[src/rtl/voice_allocator_if.sv]
// Event and key-write bundle between the MIDI decoder, the voice allocator and
// the per-voice pitch path.
//
// Handshake: the source drives ev_valid with ev_on/ev_key/ev_vel and holds all
// of them unchanged until it sees ev_valid && ev_ready at a rising data_clk
// edge; that edge is the transfer. ev_ready never depends on ev_valid.
// note_on is a one-cycle strobe. cur_key_adr/cur_key_val are already stable in
// the cycle before it rises.
interface voice_allocator_if #(
    parameter int VOICES  = 8,
    parameter int V_WIDTH = 3
);
    logic               ev_valid;
    logic               ev_ready;
    logic               ev_on;
    logic [6:0]         ev_key;
    logic [6:0]         ev_vel;
    logic               all_off;
    logic [V_WIDTH-1:0] cur_key_adr;
    logic [7:0]         cur_key_val;
    logic               note_on;
    logic [VOICES-1:0]  voice_gate;
    logic               steal;
    logic [V_WIDTH:0]   active_cnt;
    logic [1:0]         fsm_state;

    modport master (
        output ev_valid, ev_on, ev_key, ev_vel, all_off,
        input  ev_ready, cur_key_adr, cur_key_val, note_on, voice_gate,
               steal, active_cnt, fsm_state
    );

    modport slave (
        input  ev_valid, ev_on, ev_key, ev_vel, all_off,
        output ev_ready, cur_key_adr, cur_key_val, note_on, voice_gate,
               steal, active_cnt, fsm_state
    );
endinterface

[src/rtl/voice_allocator.sv]
// Voice allocator: scans all voices for each note event, then retriggers a
// voice already holding the key, takes the lowest free voice, or steals the
// oldest one. It writes the chosen voice/key to the pitch path and strobes
// note_on. fsm_state exposes the controller state for debug.
module voice_allocator #(
    parameter int VOICES    = 8,
    parameter int V_WIDTH   = 3,
    parameter int AGE_WIDTH = 4
) (
    input  logic              data_clk,
    input  logic              reset_data,
    voice_allocator_if.slave  bus
);
    localparam logic [1:0] IDLE   = 2'd0;
    localparam logic [1:0] SCAN   = 2'd1;
    localparam logic [1:0] COMMIT = 2'd2;
    localparam logic [1:0] STROBE = 2'd3;

    localparam logic [AGE_WIDTH-1:0] AGE_MAX  = {AGE_WIDTH{1'b1}};
    localparam logic [V_WIDTH-1:0]   IDX_LAST = V_WIDTH'(VOICES - 1);

    logic [1:0]           state_q, state_d;
    logic [V_WIDTH-1:0]   idx_q, idx_d;
    logic                 on_q, on_d;
    logic [6:0]           ev_key_q, ev_key_d;
    logic                 m_found_q, m_found_d;
    logic [V_WIDTH-1:0]   m_idx_q, m_idx_d;
    logic                 f_found_q, f_found_d;
    logic [V_WIDTH-1:0]   f_idx_q, f_idx_d;
    logic [V_WIDTH-1:0]   o_idx_q, o_idx_d;
    logic [AGE_WIDTH-1:0] o_age_q, o_age_d;
    logic                 steal_pend_q, steal_pend_d;
    logic [V_WIDTH-1:0]   adr_q, adr_d;
    logic [7:0]           val_q, val_d;
    logic                 note_on_q, note_on_d;
    logic                 steal_q, steal_d;
    logic [VOICES-1:0]    gate_q, gate_d;
    logic [V_WIDTH:0]     cnt_q, cnt_d;
    logic [6:0]           key_q [VOICES];
    logic [6:0]           key_d [VOICES];
    logic [AGE_WIDTH-1:0] age_q [VOICES];
    logic [AGE_WIDTH-1:0] age_d [VOICES];

    // Candidates after folding in the voice visited this cycle.
    logic                 m_found_c;
    logic [V_WIDTH-1:0]   m_idx_c;
    logic                 f_found_c;
    logic [V_WIDTH-1:0]   f_idx_c;
    logic [V_WIDTH-1:0]   o_idx_c;
    logic [AGE_WIDTH-1:0] o_age_c;
    logic [V_WIDTH-1:0]   tgt_c;
    logic [V_WIDTH:0]     pop_c;

    // Fold the currently visited voice into the match/free/oldest candidates.
    always_comb begin
        m_found_c = m_found_q;
        m_idx_c   = m_idx_q;
        f_found_c = f_found_q;
        f_idx_c   = f_idx_q;
        o_idx_c   = o_idx_q;
        o_age_c   = o_age_q;
        if (!m_found_q && gate_q[idx_q] && (key_q[idx_q] == ev_key_q)) begin
            m_found_c = 1'b1;
            m_idx_c   = idx_q;
        end
        if (!f_found_q && !gate_q[idx_q]) begin
            f_found_c = 1'b1;
            f_idx_c   = idx_q;
        end
        // Strictly greater, so ties stay with the lowest index.
        if (age_q[idx_q] > o_age_q) begin
            o_idx_c = idx_q;
            o_age_c = age_q[idx_q];
        end
        if (m_found_c) begin
            tgt_c = m_idx_c;
        end else if (f_found_c) begin
            tgt_c = f_idx_c;
        end else begin
            tgt_c = o_idx_c;
        end
    end

    // Registered gate count source.
    always_comb begin
        pop_c = '0;
        for (int i = 0; i < VOICES; i++) begin
            pop_c = pop_c + (V_WIDTH + 1)'(gate_q[i]);
        end
    end

    // Controller next state. The allocation is written on the edge that ends
    // the last scan visit, so the new adr/val show during COMMIT, one cycle
    // ahead of the strobe.
    always_comb begin
        state_d      = state_q;
        idx_d        = idx_q;
        on_d         = on_q;
        ev_key_d     = ev_key_q;
        m_found_d    = m_found_c;
        m_idx_d      = m_idx_c;
        f_found_d    = f_found_c;
        f_idx_d      = f_idx_c;
        o_idx_d      = o_idx_c;
        o_age_d      = o_age_c;
        steal_pend_d = steal_pend_q;
        adr_d        = adr_q;
        val_d        = val_q;
        note_on_d    = 1'b0;
        steal_d      = 1'b0;
        gate_d       = gate_q;
        cnt_d        = pop_c;
        key_d        = key_q;
        age_d        = age_q;

        case (state_q)
            IDLE: begin
                m_found_d = 1'b0;
                m_idx_d   = '0;
                f_found_d = 1'b0;
                f_idx_d   = '0;
                o_idx_d   = '0;
                o_age_d   = '0;
                if (bus.ev_valid) begin
                    on_d     = bus.ev_on && (bus.ev_vel != 7'd0);
                    ev_key_d = bus.ev_key;
                    idx_d    = '0;
                    state_d  = SCAN;
                end
            end
            SCAN: begin
                if (idx_q == IDX_LAST) begin
                    state_d = COMMIT;
                    if (on_q) begin
                        steal_pend_d = !m_found_c && !f_found_c;
                        adr_d        = tgt_c;
                        val_d        = {1'b0, ev_key_q};
                        for (int i = 0; i < VOICES; i++) begin
                            if (V_WIDTH'(i) == tgt_c) begin
                                gate_d[i] = 1'b1;
                                key_d[i]  = ev_key_q;
                                age_d[i]  = '0;
                            end else if (gate_q[i] && (age_q[i] != AGE_MAX)) begin
                                age_d[i] = age_q[i] + AGE_WIDTH'(1);
                            end
                        end
                    end else if (m_found_c) begin
                        gate_d[m_idx_c] = 1'b0;
                    end
                end else begin
                    idx_d = idx_q + V_WIDTH'(1);
                end
            end
            COMMIT: begin
                if (on_q) begin
                    note_on_d = 1'b1;
                    steal_d   = steal_pend_q;
                    state_d   = STROBE;
                end else begin
                    state_d = IDLE;
                end
            end
            default: begin
                state_d = IDLE;
            end
        endcase

        // all_off overrides everything but reset and drops any event.
        if (bus.all_off) begin
            gate_d    = '0;
            cnt_d     = '0;
            note_on_d = 1'b0;
            steal_d   = 1'b0;
            state_d   = IDLE;
        end
    end

    // State and per-voice storage registers with synchronous reset.
    always_ff @(posedge data_clk) begin
        if (reset_data) begin
            state_q      <= IDLE;
            idx_q        <= '0;
            on_q         <= 1'b0;
            ev_key_q     <= '0;
            m_found_q    <= 1'b0;
            m_idx_q      <= '0;
            f_found_q    <= 1'b0;
            f_idx_q      <= '0;
            o_idx_q      <= '0;
            o_age_q      <= '0;
            steal_pend_q <= 1'b0;
            adr_q        <= '0;
            val_q        <= 8'hFF;
            note_on_q    <= 1'b0;
            steal_q      <= 1'b0;
            gate_q       <= '0;
            cnt_q        <= '0;
            for (int i = 0; i < VOICES; i++) begin
                key_q[i] <= 7'h7F;
                age_q[i] <= '0;
            end
        end else begin
            state_q      <= state_d;
            idx_q        <= idx_d;
            on_q         <= on_d;
            ev_key_q     <= ev_key_d;
            m_found_q    <= m_found_d;
            m_idx_q      <= m_idx_d;
            f_found_q    <= f_found_d;
            f_idx_q      <= f_idx_d;
            o_idx_q      <= o_idx_d;
            o_age_q      <= o_age_d;
            steal_pend_q <= steal_pend_d;
            adr_q        <= adr_d;
            val_q        <= val_d;
            note_on_q    <= note_on_d;
            steal_q      <= steal_d;
            gate_q       <= gate_d;
            cnt_q        <= cnt_d;
            for (int i = 0; i < VOICES; i++) begin
                key_q[i] <= key_d[i];
                age_q[i] <= age_d[i];
            end
        end
    end

    assign bus.ev_ready    = (state_q == IDLE);
    assign bus.cur_key_adr = adr_q;
    assign bus.cur_key_val = val_q;
    assign bus.note_on     = note_on_q;
    assign bus.steal       = steal_q;
    assign bus.voice_gate  = gate_q;
    assign bus.active_cnt  = cnt_q;
    assign bus.fsm_state   = state_q;
endmodule
[src/flat_wrapper.sv]
// flat-port wrapper written by rule: the top's interface ports become plain ports
module voice_allocator_flat 
#(
    parameter int VOICES    = 8,
    parameter int V_WIDTH   = 3,
    parameter int AGE_WIDTH = 4
)
  (data_clk, reset_data, bus_ev_valid, bus_ev_on, bus_ev_key, bus_ev_vel, bus_all_off, bus_ev_ready, bus_cur_key_adr, bus_cur_key_val, bus_note_on, bus_voice_gate, bus_steal, bus_active_cnt, bus_fsm_state);
  voice_allocator_if #(.VOICES(VOICES), .V_WIDTH(V_WIDTH)) bus_i ();
  input  logic data_clk;
  input  logic reset_data;
  input wire logic [$bits(bus_i.ev_valid)-1:0] bus_ev_valid;
  input wire logic [$bits(bus_i.ev_on)-1:0] bus_ev_on;
  input wire logic [$bits(bus_i.ev_key)-1:0] bus_ev_key;
  input wire logic [$bits(bus_i.ev_vel)-1:0] bus_ev_vel;
  input wire logic [$bits(bus_i.all_off)-1:0] bus_all_off;
  output wire logic [$bits(bus_i.ev_ready)-1:0] bus_ev_ready;
  output wire logic [$bits(bus_i.cur_key_adr)-1:0] bus_cur_key_adr;
  output wire logic [$bits(bus_i.cur_key_val)-1:0] bus_cur_key_val;
  output wire logic [$bits(bus_i.note_on)-1:0] bus_note_on;
  output wire logic [$bits(bus_i.voice_gate)-1:0] bus_voice_gate;
  output wire logic [$bits(bus_i.steal)-1:0] bus_steal;
  output wire logic [$bits(bus_i.active_cnt)-1:0] bus_active_cnt;
  output wire logic [$bits(bus_i.fsm_state)-1:0] bus_fsm_state;
  assign bus_i.ev_valid = bus_ev_valid;
  assign bus_i.ev_on = bus_ev_on;
  assign bus_i.ev_key = bus_ev_key;
  assign bus_i.ev_vel = bus_ev_vel;
  assign bus_i.all_off = bus_all_off;
  assign bus_ev_ready = bus_i.ev_ready;
  assign bus_cur_key_adr = bus_i.cur_key_adr;
  assign bus_cur_key_val = bus_i.cur_key_val;
  assign bus_note_on = bus_i.note_on;
  assign bus_voice_gate = bus_i.voice_gate;
  assign bus_steal = bus_i.steal;
  assign bus_active_cnt = bus_i.active_cnt;
  assign bus_fsm_state = bus_i.fsm_state;
  voice_allocator #(.VOICES(VOICES), .V_WIDTH(V_WIDTH), .AGE_WIDTH(AGE_WIDTH)) u_core (.data_clk(data_clk), .reset_data(reset_data), .bus(bus_i));
endmodule
[config.mk]
export PLATFORM = sky130hd
export DESIGN_NAME = voice_allocator_flat
export DESIGN_NICKNAME = d
export VERILOG_FILES = /design/src/rtl/voice_allocator_if.sv /design/src/rtl/voice_allocator.sv /design/src/flat_wrapper.sv
export SDC_FILE = /design/constraint.sdc
export NUM_CORES = 1
export LEC_CHECK = 0
export ABC_AREA = 1
export BUFFER_PORTS_ARGS = -buffer_cell sky130_fd_sc_hd__buf_2
export CORE_MARGIN = 2
export CORE_UTILIZATION = 65
export DETAILED_ROUTE_END_ITERATION = 7
export GPL_TIMING_DRIVEN = 0
export PLACE_DENSITY = 0.85
export REMOVE_ABC_BUFFERS = 1
export SKIP_LAST_GASP = 1
export SLEW_MARGIN = 20
export SYNTH_ARGS = -nofsm -noshare
export SYNTH_HDL_FRONTEND = slang
export SYNTH_SLANG_ARGS = --single-unit
[constraint.sdc]
create_clock -name data_clk -period 8.67 [get_ports data_clk]
set_input_delay 0.867 -clock data_clk [delete_from_list [all_inputs] [get_ports data_clk]]
set_output_delay 0.867 -clock data_clk [all_outputs]
set_load 0.02 [all_outputs]
# Word-level counts from Yosys, hierarchy flattened
# Cells that the tools add are included.
[word_totals]
memories = 0
reg_bits = 142
latchBits = 0
ramBits = 0
mem_bits_ro = 0
[op_classes]
n_lt_le_gt_ge = 5
bitwise_logic = 5
mul = 0
div_mod_pow = 0
n_mux = 51
n_eq_ne = 30
add_sub_neg = 16
shifts = 0
reduce_logical = 64
[ops]
columns = ["cell", "n"]
rows = [
  ["4-bit AND reduction", 24],
  ["4-bit 2-to-1 mux", 18],
  ["4-bit by 1-bit adder with 4-bit output (second input constant)", 8],
  ["4-bit inequality test (second input constant)", 8],
  ["4-bit by 1-bit adder with 4-bit output", 6],
  ["7-bit binary-select mux with 3-bit select", 1],
  ["3-bit 2-to-1 mux", 7],
  ["2-bit inequality test (second input constant)", 10],
  ["2-bit nonzero test", 10],
  ["8-bit 2-to-1 mux", 2],
  ["1-bit logical AND", 14],
  ["7-bit 2-to-1 mux", 2],
  ["1-bit 2-to-1 mux", 13],
  ["4-bit binary-select mux with 3-bit select", 1],
  ["3-bit equality test (first input constant)", 4],
  ["8-bit bitwise AND", 1],
  ["3-bit by 4-bit < comparator with 1-bit output (second input constant)", 2],
  ["8-bit inverter", 1],
  ["7-bit equality test", 1],
  ["7-bit nonzero test", 1],
  ["2-bit by 3-bit equality test with 1-bit output (first input constant)", 2],
  ["2-bit 2-to-1 mux", 3],
  ["2-bit case mux with 3 select lines", 1],
  ["3-bit case mux with 2 select lines", 1],
  ["22 further kinds", 30],
]

# Depth between registers and ports, before layout
# Gate-level depths: netlist (run 1).
[logic_depth]
word_depth = 15
depth_mapped = 28
depth_no_buf = 25

# Least setup slack after synthesis (run 1)
# Ideal clock, no wire load.
[synth_path]
path_kind = "register to register"
start = "register u_core.idx_q[0]"
end = "register u_core.age_q[16] in the netlist's numbering"
setup_slack_ns = 5.126
path_stages_with_launch = 24
t_required_ns = 8.556
path_buffers = 7
t_arrival_ns = 3.431
path_cell_list = "dfxtp_1 -> buf_6 -> inv_6 -> buf_6 -> clkbuf_1 -> clkbuf_1 -> a21oi_1 -> o21ai_0 -> a31oi_1 -> ha_1 -> nand2_1 -> o21ai_0 -> buf_2 -> nor2_1 -> a21oi_1 -> nand2_1 -> o21ai_1 -> nand2_4 -> nand2_4 -> buf_6 -> nand4_2 -> buf_6 -> a21oi_1 -> nor2_1"
[synth_between]
elab_chain_cells = 11
[synth_rtl]
columns = ["item", "line", "rtl"]
rows = [
  ["start, declared", "voice_allocator.sv:23", "logic [V_WIDTH-1:0] idx_q, idx_d;"],
  ["start signal, assigned", "voice_allocator.sv:204", "idx_q <= idx_d;"],
  ["3-bit inverter with 4-bit output (implied by the code)", "voice_allocator.sv:62, voice_allocator.sv:71", ""],
  ["4-bit binary-select mux with 3-bit select or 7-bit binary-select mux with 3-bit select (tied branches)", "voice_allocator.sv:71, voice_allocator.sv:62", ""],
  ["4-bit 2-to-1 mux (implied by the code) or 7-bit 2-to-1 mux (tied branches) (2 in series)", "voice_allocator.sv:71, voice_allocator.sv:62", ""],
  ["4-bit > comparator or 7-bit equality test (tied branches)", "voice_allocator.sv:71, voice_allocator.sv:62", ""],
  ["3-bit 2-to-1 mux or 1-bit logical AND (tied branches)", "voice_allocator.sv:71, voice_allocator.sv:62", ""],
  ["3-bit 2-to-1 mux, or another cell as far along", "voice_allocator.sv:77", "end else if (f_found_c) begin"],
  ["3-bit 2-to-1 mux", "voice_allocator.sv:75", "if (m_found_c) begin"],
  ["2-bit by 3-bit equality test with 1-bit output", "voice_allocator.sv:139", "if (V_WIDTH'(i) == tgt_c) begin"],
  ["2-bit nonzero test (no source line)", "-", ""],
  ["4-bit AND reduction (no source line)", "-", ""],
  ["end signal, assigned by index", "voice_allocator.sv:222", "age_q[i] <= age_d[i];"],
  ["end, declared", "voice_allocator.sv:41", "logic [AGE_WIDTH-1:0] age_q [VOICES];"],
]
# Several ways; a longest one is shown, not always the timed one. The select of a mux whose other input is x is not followed.
# A chain may end at the register's enable or synchronous reset.

# Worst setup path after layout (run 1)
[layout_path]
start = "register u_core.idx_q[2]"
end = "register u_core.age_q[25] in the netlist's numbering"
[layout_between]
elab_chain_cells = 11
[layout_rtl]
columns = ["item", "line"]
rows = [
  ["3-bit inverter with 4-bit output (implied by the code)", "voice_allocator.sv:62, voice_allocator.sv:71"],
  ["4-bit binary-select mux with 3-bit select or 7-bit binary-select mux with 3-bit select (tied branches)", "voice_allocator.sv:71, voice_allocator.sv:62"],
  ["4-bit 2-to-1 mux (implied by the code) or 7-bit 2-to-1 mux (tied branches) (2 in series)", "voice_allocator.sv:71, voice_allocator.sv:62"],
  ["4-bit > comparator or 7-bit equality test (tied branches)", "voice_allocator.sv:71, voice_allocator.sv:62"],
  ["3-bit 2-to-1 mux or 1-bit logical AND (tied branches)", "voice_allocator.sv:71, voice_allocator.sv:62"],
  ["3-bit 2-to-1 mux, or another cell as far along", "voice_allocator.sv:77"],
  ["3-bit 2-to-1 mux", "voice_allocator.sv:75"],
  ["1-bit by 3-bit equality test with 1-bit output", "voice_allocator.sv:139"],
  ["2-bit nonzero test (no source line)", "-"],
  ["4-bit AND reduction (no source line)", "-"],
]
# Several ways; a longest one is shown, not always the timed one. The select of a mux whose other input is x is not followed.

==> metrics.txt, run 1 <==
final setup TNS=0 ns; Num Clock Sinks=142; Tcrit/Tclk final=a little under three fifths; most frequent cells in the layout=nand2_1 (217), dfxtp_1 (140), inv_1 (131), nor2_1 (106), nand3_1 (104); Port Buf Inserts=46; Worst Path Buf+Inv=1; Die Ht=~110 um; # rows=38; CP max-delay cell=o21ai_1; most common flop cell mapped by yosys=dfxtp_1; status=complete, no violations; Clock Path Buffers=2; CTS tree=built; GRT overflow=0; Layout Utilization=roughly three quarters; RSZ-0062 raised after global routing=no; register area=2850 um2; pwr dens=between 150 and 200 nW/um2; CP endpoint kind=register; post-synthesis xor/xnor area fraction=between 2 and 2.5%; family with the most delay on the worst path=compound AO/OA/AOI/OAI gates; Initial Util=67.3%; Slew HR=roughly 26%; simple-gate share of the synthesized area=28.4%; H-tree depth=4; largest net degree at the start of global routing=56; core area=~11000 um2; worst reg2reg path startpoint=u_core.idx_q[2]; reg-to-reg endpoint=u_core.age_q[25]; fmax=0.203 GHz; stages on the worst setup path=15; DRT iter0 DRCs=approximately 770; DRC violations left=0; mux share of post-synthesis cell area=0%; worst reg2reg setup slack=~3.7 ns; critical path endpoint=u_core.age_q[25]; Post-CTS Hold Fix Bufs=0; Synth Area in Adders=under 10%; CTS Root Cell=clkbuf_16; register area share after synthesis=38.6%; Yosys warnings=0; DRT antenna net count=0; Syn-to-layout area delta=10.6%; synthesized area per cell=between 6 and 7 um2; Die X=between 100 and 150 um; P_leak=between 4 and 5 nW; Post-synth ARST share=0%; worst clock skew=~0.0063 ns; antenna cells=0; Resize count post-CTS=0; gr usage total=about a third; initial antenna violation count=0; Distinct cells, synth=39; WL final=between 15000 and 20000 um; vias per inst=5.65; Cell Chain, Critical Path=clkinv_1 -> a221oi_1 -> a31oi_1 -> ha_1 -> nand2_1 -> o21ai_1 -> nor2_1 -> a21oi_1 -> nand2_1 -> o21ai_1 -> nand2_4 -> nand2_4 -> nand4_1 -> nand3_1 -> a21oi_1; wire length per cell=~15 um; vias in the first global route=between 6000 and 7000; Slew @ Worst Pin=~1.1 ns; Total Nets Final=1123; Post-Synthesis Cells=around 1100; crit path DAT=around 5.2 ns; largest family of logic cells by synthesized area=simple AND/OR/NAND/NOR gates; multi-input logic area=about 3700 um2; total CTS buffers=17; Die Area=12200 um2; Fill cells=around 870; Yosys top cell by area=dfxtp_1; EDFF count, synth=0; Worst Path Required=just under 9 ns; Max Slew Vio Count=0; CP startpoint kind=register; worst setup path start=u_core.idx_q[2]; fraction of the mapped netlist area in compound gates=16.1%; Mapped Area=~7400 um2; maximum VDD drop=0.000157 V; CP max stage delay=between 0.6 and 0.7 ns; first-pass GRT wire length=around 31000 um; clk_lat worst skew=0.43 ns; Synth area leaders=dfxtp_1 (39%), nand2_1 (11%), nand3_1 (7.1%); HPWL after detailed placement=12600 um; Max-Cap Viols=0; First-pass DRT Iterations=8; num ports=47; layout cells sized above 1=between 10% and 20%; routability cong.=roughly 0.90; Final Critical Period=4.93 ns; register bit total from synthesis=142; worst r2r path cells=15; WS Path Type=register to register; most common cell after layout, fill and taps aside=nand2_1; setup bufs post-CTS=0; peak fanout along the critical path=19; clk slew on worst S/H paths=about 0.06 ns; Vias=6987; Hold Fails Final Rpt=0; Final setup violation count=0; HP Class=register to register; area fraction of the dominant cell type after synthesis=around two fifths
metal layers:
layer | track usage, % | share of wire, % | vias to the layer above
li1 | - | - | 3458
met4 | 14.0 | 3.2 | 0
met2 | 50.6 | 45 | 315
met1 | 41.2 | 43 | 3156
met5 | 0 | 0 | -
met3 | 7.46 | 9.1 | 58
stage by stage:
stage | area [um2] | total power [mW] | cells | setup slack, ns | hold WS [ns]
3_5_place_dp | 7560 | 0.866 | 1204 | 3.88 | 0.421
5_1_grt | 8150 | 1.64 | 1236 | 3.37 | 0.454
3_3_place_gp | 7530 | 0.862 | 1203 | 2.54 | 0.415
6_report | 8150 | 1.60 | 1236 | 3.74 | 0.425
2_1_floorplan | 7130 | 0.810 | 1017 | 4.29 | 0.405
4_1_cts | 8150 | 1.59 | 1236 | 3.84 | 0.431
worst min-delay path by stage:
stage	start	endpoint	slack [ns]	cells after the start
after floorplan	u_core.steal_pend_q	u_core.bus.steal	0.40	2
after global placement	u_core.steal_pend_q	u_core.bus.steal	0.42	2
after detailed placement	u_core.steal_pend_q	u_core.bus.steal	0.42	2
after CTS	u_core.steal_pend_q	u_core.bus.steal	0.43	2
after global routing	u_core.steal_pend_q	u_core.bus.steal	0.45	2
final	u_core.steal_pend_q	u_core.bus.steal	0.43	2
report_power, final:
part,internal (mW),switching [mW]
clock network,0.455,0.283
logic,0.0504,0.136
registers,0.658,0.0131
cells in the mapped netlist (2+ instances only):
cell type / n
nand2_1: 217
dfxtp_1: 142
inv_1: 131
nor2_1: 106
nand3_1: 104
a21oi_1: 91
o21ai_0: 74
o21ai_1: 25
clkbuf_1: 19
ha_1: 17
xor2_1: 15
inv_2: 12
nand2_2: 11
nand2_4: 11
a31oi_1: 8
buf_6: 8
buf_2: 7
nor2_4: 7
o21ai_2: 7
o211ai_1: 6
buf_4: 5
fa_1: 4
nand4_1: 4
a211oi_1: 3
clkinv_1: 2
inv_4: 2
nand3_2: 2
nand3b_1: 2
o21a_1: 2
o22ai_1: 2
xnor2_1: 2
cell families after synthesis:
family,Yosys count
AO/OA/AOI/OAI,221
flip-flops,142
AND/OR/NAND/NOR,467
buffers and inverters,188
adder cells (fa/ha/maj),21
XOR/XNOR,17
worst register-to-register path, cell delays in order, from the launching register on:
cell and delay, ns:
dfxtp_1 0.61, clkinv_1 0.65, a221oi_1 0.67, a31oi_1 0.12, ha_1 0.33, nand2_1 0.06, o21ai_1 0.69, nor2_1 0.09
a21oi_1 0.23, nand2_1 0.09, o21ai_1 0.16, nand2_4 0.08, nand2_4 0.20, nand4_1 0.48, nand3_1 0.23, a21oi_1 0.08
flip-flops by register name, summed over array words and instances (netlist names):
signal                  count
u_core.on_q                 1
u_core.ev_key_q             7
u_core.bus.cur_key_adr      3
u_core.m_found_q            1
u_core.bus.steal            1
u_core.m_idx_q              3
u_core.f_found_q            1
u_core.bus.active_cnt       4
u_core.f_idx_q              3
u_core.idx_q                3
u_core.o_idx_q              3
u_core.key_q               56
u_core.age_q               32
u_core.bus.note_on          1
u_core.steal_pend_q         1
u_core.bus.fsm_state        2
u_core.bus.voice_gate       8
u_core.o_age_q              4
u_core.bus.cur_key_val      8
area by class of cell:
cell class                      instances  share of cell area [%]
Clock buffer                           19                    5.44
Clock inverter                         13                    1.80
Inverter                              149                    7.00
Multi-Input combinational cell        726                    45.6
Sequential cell                       142                    34.9
Tap cell                              140                    2.15
Timing Repair Buffer                   47                    3.07
(Power assumes the default switching activity.)
==> inputs of run 2 (changes only) <==
CORE_UTILIZATION = 55   (was 65)
PLACE_DENSITY = 0.76   (was 0.85)
clock period = 3.98 ns   (was 8.67 ns; I/O delays follow)
==> metrics.txt, run 2 (synthesized netlist as in run 1, its figures left out) <==
status=complete, no violations; Port Buf Inserts=46; DRT iter0 DRCs=approximately 740; DRC violations left=0; CTS tree=built; CP endpoint kind=register; total CTS buffers=17; Die X=120 um; CP startpoint kind=register; setup ws final=approximately 0.33 ns; busiest grt layer=met2; antenna cells=0; largest net degree at the start of global routing=56; CTS Root Cell=clkbuf_16; gr usage total=between 20 and 30%; core area=about 13000 um2; Vias=between 6000 and 7000; Final Critical Period=about 3.7 ns; Final setup violation count=0; Max Slew Vio Count=0; clk slew on worst S/H paths=roughly 0.060 ns; met3 Use GR=4.85%; dpl ws=-0.933 ns; Post-Layout Cell Count=1280; Hold Fails Final Rpt=0; M1 GR Usage=36.4%; worst clock skew=0.00729 ns; global-route met2 utilization=a little over two fifths; Slew HR=23.4%; worst setup path start=u_core.idx_q[0]; Slew @ Worst Pin=approximately 1.1 ns; Largest Register=u_core.key_q; wire length per cell=approximately 15 um; Max-Cap Viols=0; Die Ht=approximately 120 um; HP Class=primary input to register; worst reg2reg setup slack=approximately 0.33 ns; # rows=between 40 and 50; first-pass GRT wire length=between 30000 and 40000 um; routability cong.=between 0.8 and 0.9; DRT antenna net count=0; Clock Path Buffers=2; Regs by FF count=u_core.key_q (56), u_core.age_q (32); Fill cells=about 1300; vias per inst=between 5 and 6; First-pass DRT Iterations=6; critical path endpoint=u_core.key_q[16]; Tcrit/Tclk final=around 92%; Initial Util=between 50% and 60%; RSZ-0062 raised after global routing=no; fmax=between 0.2 and 0.3 GHz; final setup TNS=0 ns; clk_lat worst skew=between 0.4 and 0.5 ns; HPWL after detailed placement=12800 um; maximum VDD drop=0.000318 V; worst r2r path cells=18; placed insts=between 1000 and 1500; pwr dens=between 400 and 500 nW/um2; WS Path Type=register to register; num ports=47; WL final=between 15000 and 20000 um; register area=approximately 2900 um2; layout cells sized above 1=between 10% and 20%; GRT overflow=0; reg-to-reg endpoint=u_core.key_q[16]; Worst Path Required=4.29 ns; worst reg2reg path startpoint=u_core.idx_q[0]; vias in the first global route=6210; crit path DAT=between 3 and 4 ns; Post-CTS Hold Fix Bufs=0; multi-input logic area=3740 um2; H-tree depth=4; Total Nets Final=~1100; most common cell after layout, fill and taps aside=nand2_1; number of flip-flops in the largest register=between 50 and 60; P_leak=between 4 and 5 nW; peak fanout along the critical path=52; most frequent cells in the layout=nand2_1 (216), dfxtp_1 (139), inv_1 (131), nor2_1 (106), nand3_1 (104); initial antenna violation count=0; Syn-to-layout area delta=12.7%; Die Area=between 10000 and 15000 um2; Num Clock Sinks=142
[run 2: metal layers]
metal / share of wire (%) / wire length (um)
met3: 8.1 / 1550
met5: 0 / 0
met1: 44 / 8480
met2: 45 / 8640
met4: 3.0 / 569
[run 2: report_power, final]
| group | switching [mW] | total (mW) | leakage, nW | internal (mW) |
|---|---|---|---|---|
| Clock | 0.658 | 1.59 | 0.280 | 0.929 |
| Sequential | 0.0195 | 1.45 | 1.15 | 1.43 |
| Combinational | 0.315 | 0.435 | 2.74 | 0.120 |
| Total | 0.993 | 3.47 | 4.17 | 2.48 |
[run 2: worst min path at each step]
stage	from	end	slack, ns	cells past startpoint
after global routing	bus_ev_on	u_core.on_q	0.22	3
after detailed placement	u_core.steal_pend_q	u_core.bus.steal	0.42	2
final	bus_ev_on	u_core.on_q	0.22	3
after CTS	bus_ev_on	u_core.on_q	0.22	3
after global placement	u_core.steal_pend_q	u_core.bus.steal	0.41	2
after floorplan	u_core.steal_pend_q	u_core.bus.steal	0.40	2
[run 2: layout make-up]
| cell class | count | share of cell area, % |
|---|---|---|
| sequential | 142 | 34.4 |
| clock buffer | 17 | 5.13 |
| multi-input combinational | 726 | 45.1 |
| inverter | 149 | 6.98 |
| tap | 176 | 2.65 |
| clock inverter | 15 | 1.96 |
| timing repair buffer | 55 | 3.82 |
[run 2: critical path: stages, from the launching register on]
cell and delay, ns:
dfxtp_4 0.39, inv_8 0.25, o21ai_0 0.16, a221oi_2 0.41
a31oi_1 0.12, ha_1 0.32, nand2_1 0.10, o21ai_1 0.23
o21ai_4 0.16, a21oi_1 0.22, nand2_1 0.07, o21ai_1 0.14
nand2_4 0.08, nand2_4 0.20, nor2_4 0.10, nand2_4 0.14
clkinv_2 0.16, a21oi_1 0.15, o21ai_0 0.10
[run 2: through the flow]
stage	util (%)	area [um2]	hold slack [ns]	power (mW)
CTS	62.8	8250	0.215	3.47
floorplan	-	7130	0.405	1.76
finish	63.2	8300	0.222	3.47
global placement	57.7	7580	0.415	1.88
detailed placement	57.9	7600	0.422	1.89
global route	63.2	8300	0.221	3.58
[run 2: timing repair]
item	in CTS	in global routing
hold endpoints to repair	0	0
resized for setup	8	5
pin swaps	1	1
endpoints found under the setup margin	101	94
setup buffers	4	4
==> inputs of run 3 (changes only) <==
CORE_UTILIZATION = 65   (was 55)
PLACE_DENSITY = 0.85   (was 0.76)
RECOVER_POWER = 100   (was not set)
clock period = 4.37 ns   (was 3.98 ns; I/O delays follow)
==> metrics.txt, run 3 (synthesized netlist as in run 1, its figures left out) <==
Final setup violation count=0; total CTS buffers=17; core area=approximately 11000 um2; Port Buf Inserts=46; largest net degree at the start of global routing=56; First-pass DRT Iterations=6; Post-CTS Hold Fix Bufs=0; CTS tree=built; Clock Path Buffers=2; Comb power frac=11.5%; clk_lat worst skew=0.43 ns; Num Clock Sinks=between 100 and 150; worst clock skew=between 0.006 and 0.007 ns; # rows=38; Post-Layout Cell Count=approximately 1200; register share of total power=a little over two fifths; vias in the first global route=between 6000 and 7000; Placed Area=between 7000 and 8000 um2; Hold EP=u_core.on_q; setup ws final=~0.16 ns; wire length per cell=about 16 um; Slew @ Worst Pin=1.22 ns; layout cells sized above 1=a little under 9%; Largest Register=u_core.key_q; Syn-to-layout area delta=9.76%; Die Area=roughly 12000 um2; Worst Path Required=approximately 4.7 ns; clk slew on worst S/H paths=approximately 0.060 ns; Regs by FF count=u_core.key_q (56), u_core.age_q (32); most frequent cells in the layout=nand2_1 (226), dfxtp_1 (140), inv_1 (138), nor2_1 (107), nand3_1 (105); Max-Cap Viols=0; status=complete, no violations; Switching Power=856 uW; Vias=roughly 7000; Tcrit/Tclk final=slightly below 100%; HP Class=primary input to register; first-pass GRT wire length=between 30000 and 40000 um; Int Pwr=between 2 and 2.5 mW; initial antenna violation count=0; DRT iter0 DRCs=between 800 and 900; CP endpoint kind=register; pwr dens=just under 400 nW/um2; H-tree depth=4; worst reg2reg path startpoint=u_core.idx_q[1]; DRT antenna net count=0; Final Critical Period=~4.2 ns; DRC violations left=0; Die X=around 110 um; crit path DAT=about 4.5 ns; fmax=0.238 GHz; P_leak=between 4 and 5 nW; Clock Power Share=between 40% and 50%; number of flip-flops in the largest register=56; Hold WS=~0.27 ns; CP startpoint kind=register; worst reg2reg setup slack=~0.16 ns; Finished Cell Area=8080 um2; Fill cells=slightly below 900; peak fanout along the critical path=29; Die Ht=about 110 um; dpl ws=-0.421 ns; WS Path Type=register to register; gr usage total=between 30% and 40%; reg-to-reg endpoint=u_core.key_q[15]; Initial Util=67.3%; maximum VDD drop=0.000311 V; worst r2r path cells=21; Cells on Worst Hold Path=3; Slew HR=a little under a fifth; most common cell after layout, fill and taps aside=nand2_1; Net Sw Frac=between 20% and 30%; GRT overflow=0; Max Slew Vio Count=0; Hold Fails Final Rpt=0; placed insts=1204; routability cong.=around 0.9; HPWL after detailed placement=between 10000 and 15000 um; antenna cells=0; CTS Root Cell=clkbuf_16; worst hold path startpoint=bus_ev_on; WL final=~19000 um; Total Nets Final=about 1100; num ports=47; vias per inst=about 5.7
[run 3: changes by cell type in the layout (fill, tap and decap cells not counted), sizes merged]
cell	previous run	this run
clkinvlp	3	1
inv	149	146
bufinv	2	3
clkbuf	17	50
clkinv	10	12
buf	55	19
[run 3: routing by layer]
metal | wire, um | global-route usage [%] | up-vias
li1 | - | - | 3460
met3 | 1810 | 7.46 | 43
met2 | 8790 | 50.6 | 348
met4 | 524 | 14.0 | 0
met5 | 0 | 0 | -
met1 | 8260 | 41.3 | 3183
[run 3: worst max-delay path by stage]
stage / start / endpoint / slack (ns) / cells past startpoint
finish: u_core.idx_q[1] / u_core.key_q[15] / 0.16 / 21
global route: u_core.idx_q[1] / u_core.key_q[15] / -0.001 / 21
global placement: u_core.idx_q[0] / u_core.age_q[29] / -1.76 / 17
floorplan: u_core.idx_q[0] / u_core.age_q[20] / -0.01 / 17
CTS: u_core.idx_q[2] / u_core.age_q[25] / 0.1 / 15
detailed placement: u_core.idx_q[2] / u_core.age_q[25] / -0.42 / 16
[run 3: per-stage QoR]
step / util [%] / power (mW) / setup TNS (ns)
2_1_floorplan: - / 1.61 / -0.0339
3_3_place_gp: 68.9 / 1.71 / -162.36
3_5_place_dp: 69.1 / 1.72 / -22.68
4_1_cts: 74.6 / 3.15 / 0
5_1_grt: 73.9 / 3.25 / -0.00125
6_report: 73.9 / 3.16 / 0
[run 3: what timing repair did]
action | 4_1_cts | 5_1_grt
resized for setup | 4 | 1
setup buffers | 0 | 3
setup endpoints to repair | 93 | 74
pin swaps | 0 | 1
[run 3: layout make-up]
cell class              count  area (um2)  area share [%]
multi-input cells         726        3660            45.4
flip-flops and latches    142        2850            35.2
repair buffers             50         230            2.85
clock inverters            13         146            1.81
inverters                 149         573            7.09
clock buffers              19         443            5.48
well taps                 140         175            2.17
[run 3: worst max-delay path: stages (launching register included)]
cell	delay, ns
dfxtp_4	0.61
inv_4	0.24
a21oi_1	0.19
o21ai_0	0.13
nand2_1	0.16
nor2_1	0.06
a31oi_1	0.22
inv_1	0.10
ha_1	0.29
nand2_1	0.06
o21ai_2	0.42
nor2_1	0.09
a21oi_1	0.21
nand2_1	0.08
o21ai_0	0.16
nand2_4	0.09
nand2_4	0.20
nor2_4	0.10
nand2_2	0.19
clkinv_2	0.19
a21oi_1	0.16
o21ai_0	0.10
[run 3: power groups by stage]
stage | clock [mW] | combinational [mW] | sequential, mW
global route | 1.52 | 0.398 | 1.33
floorplan | 0 | 0.252 | 1.36
finish | 1.47 | 0.363 | 1.33
global placement | 0 | 0.343 | 1.37
CTS | 1.46 | 0.365 | 1.33
detailed placement | 0 | 0.359 | 1.36
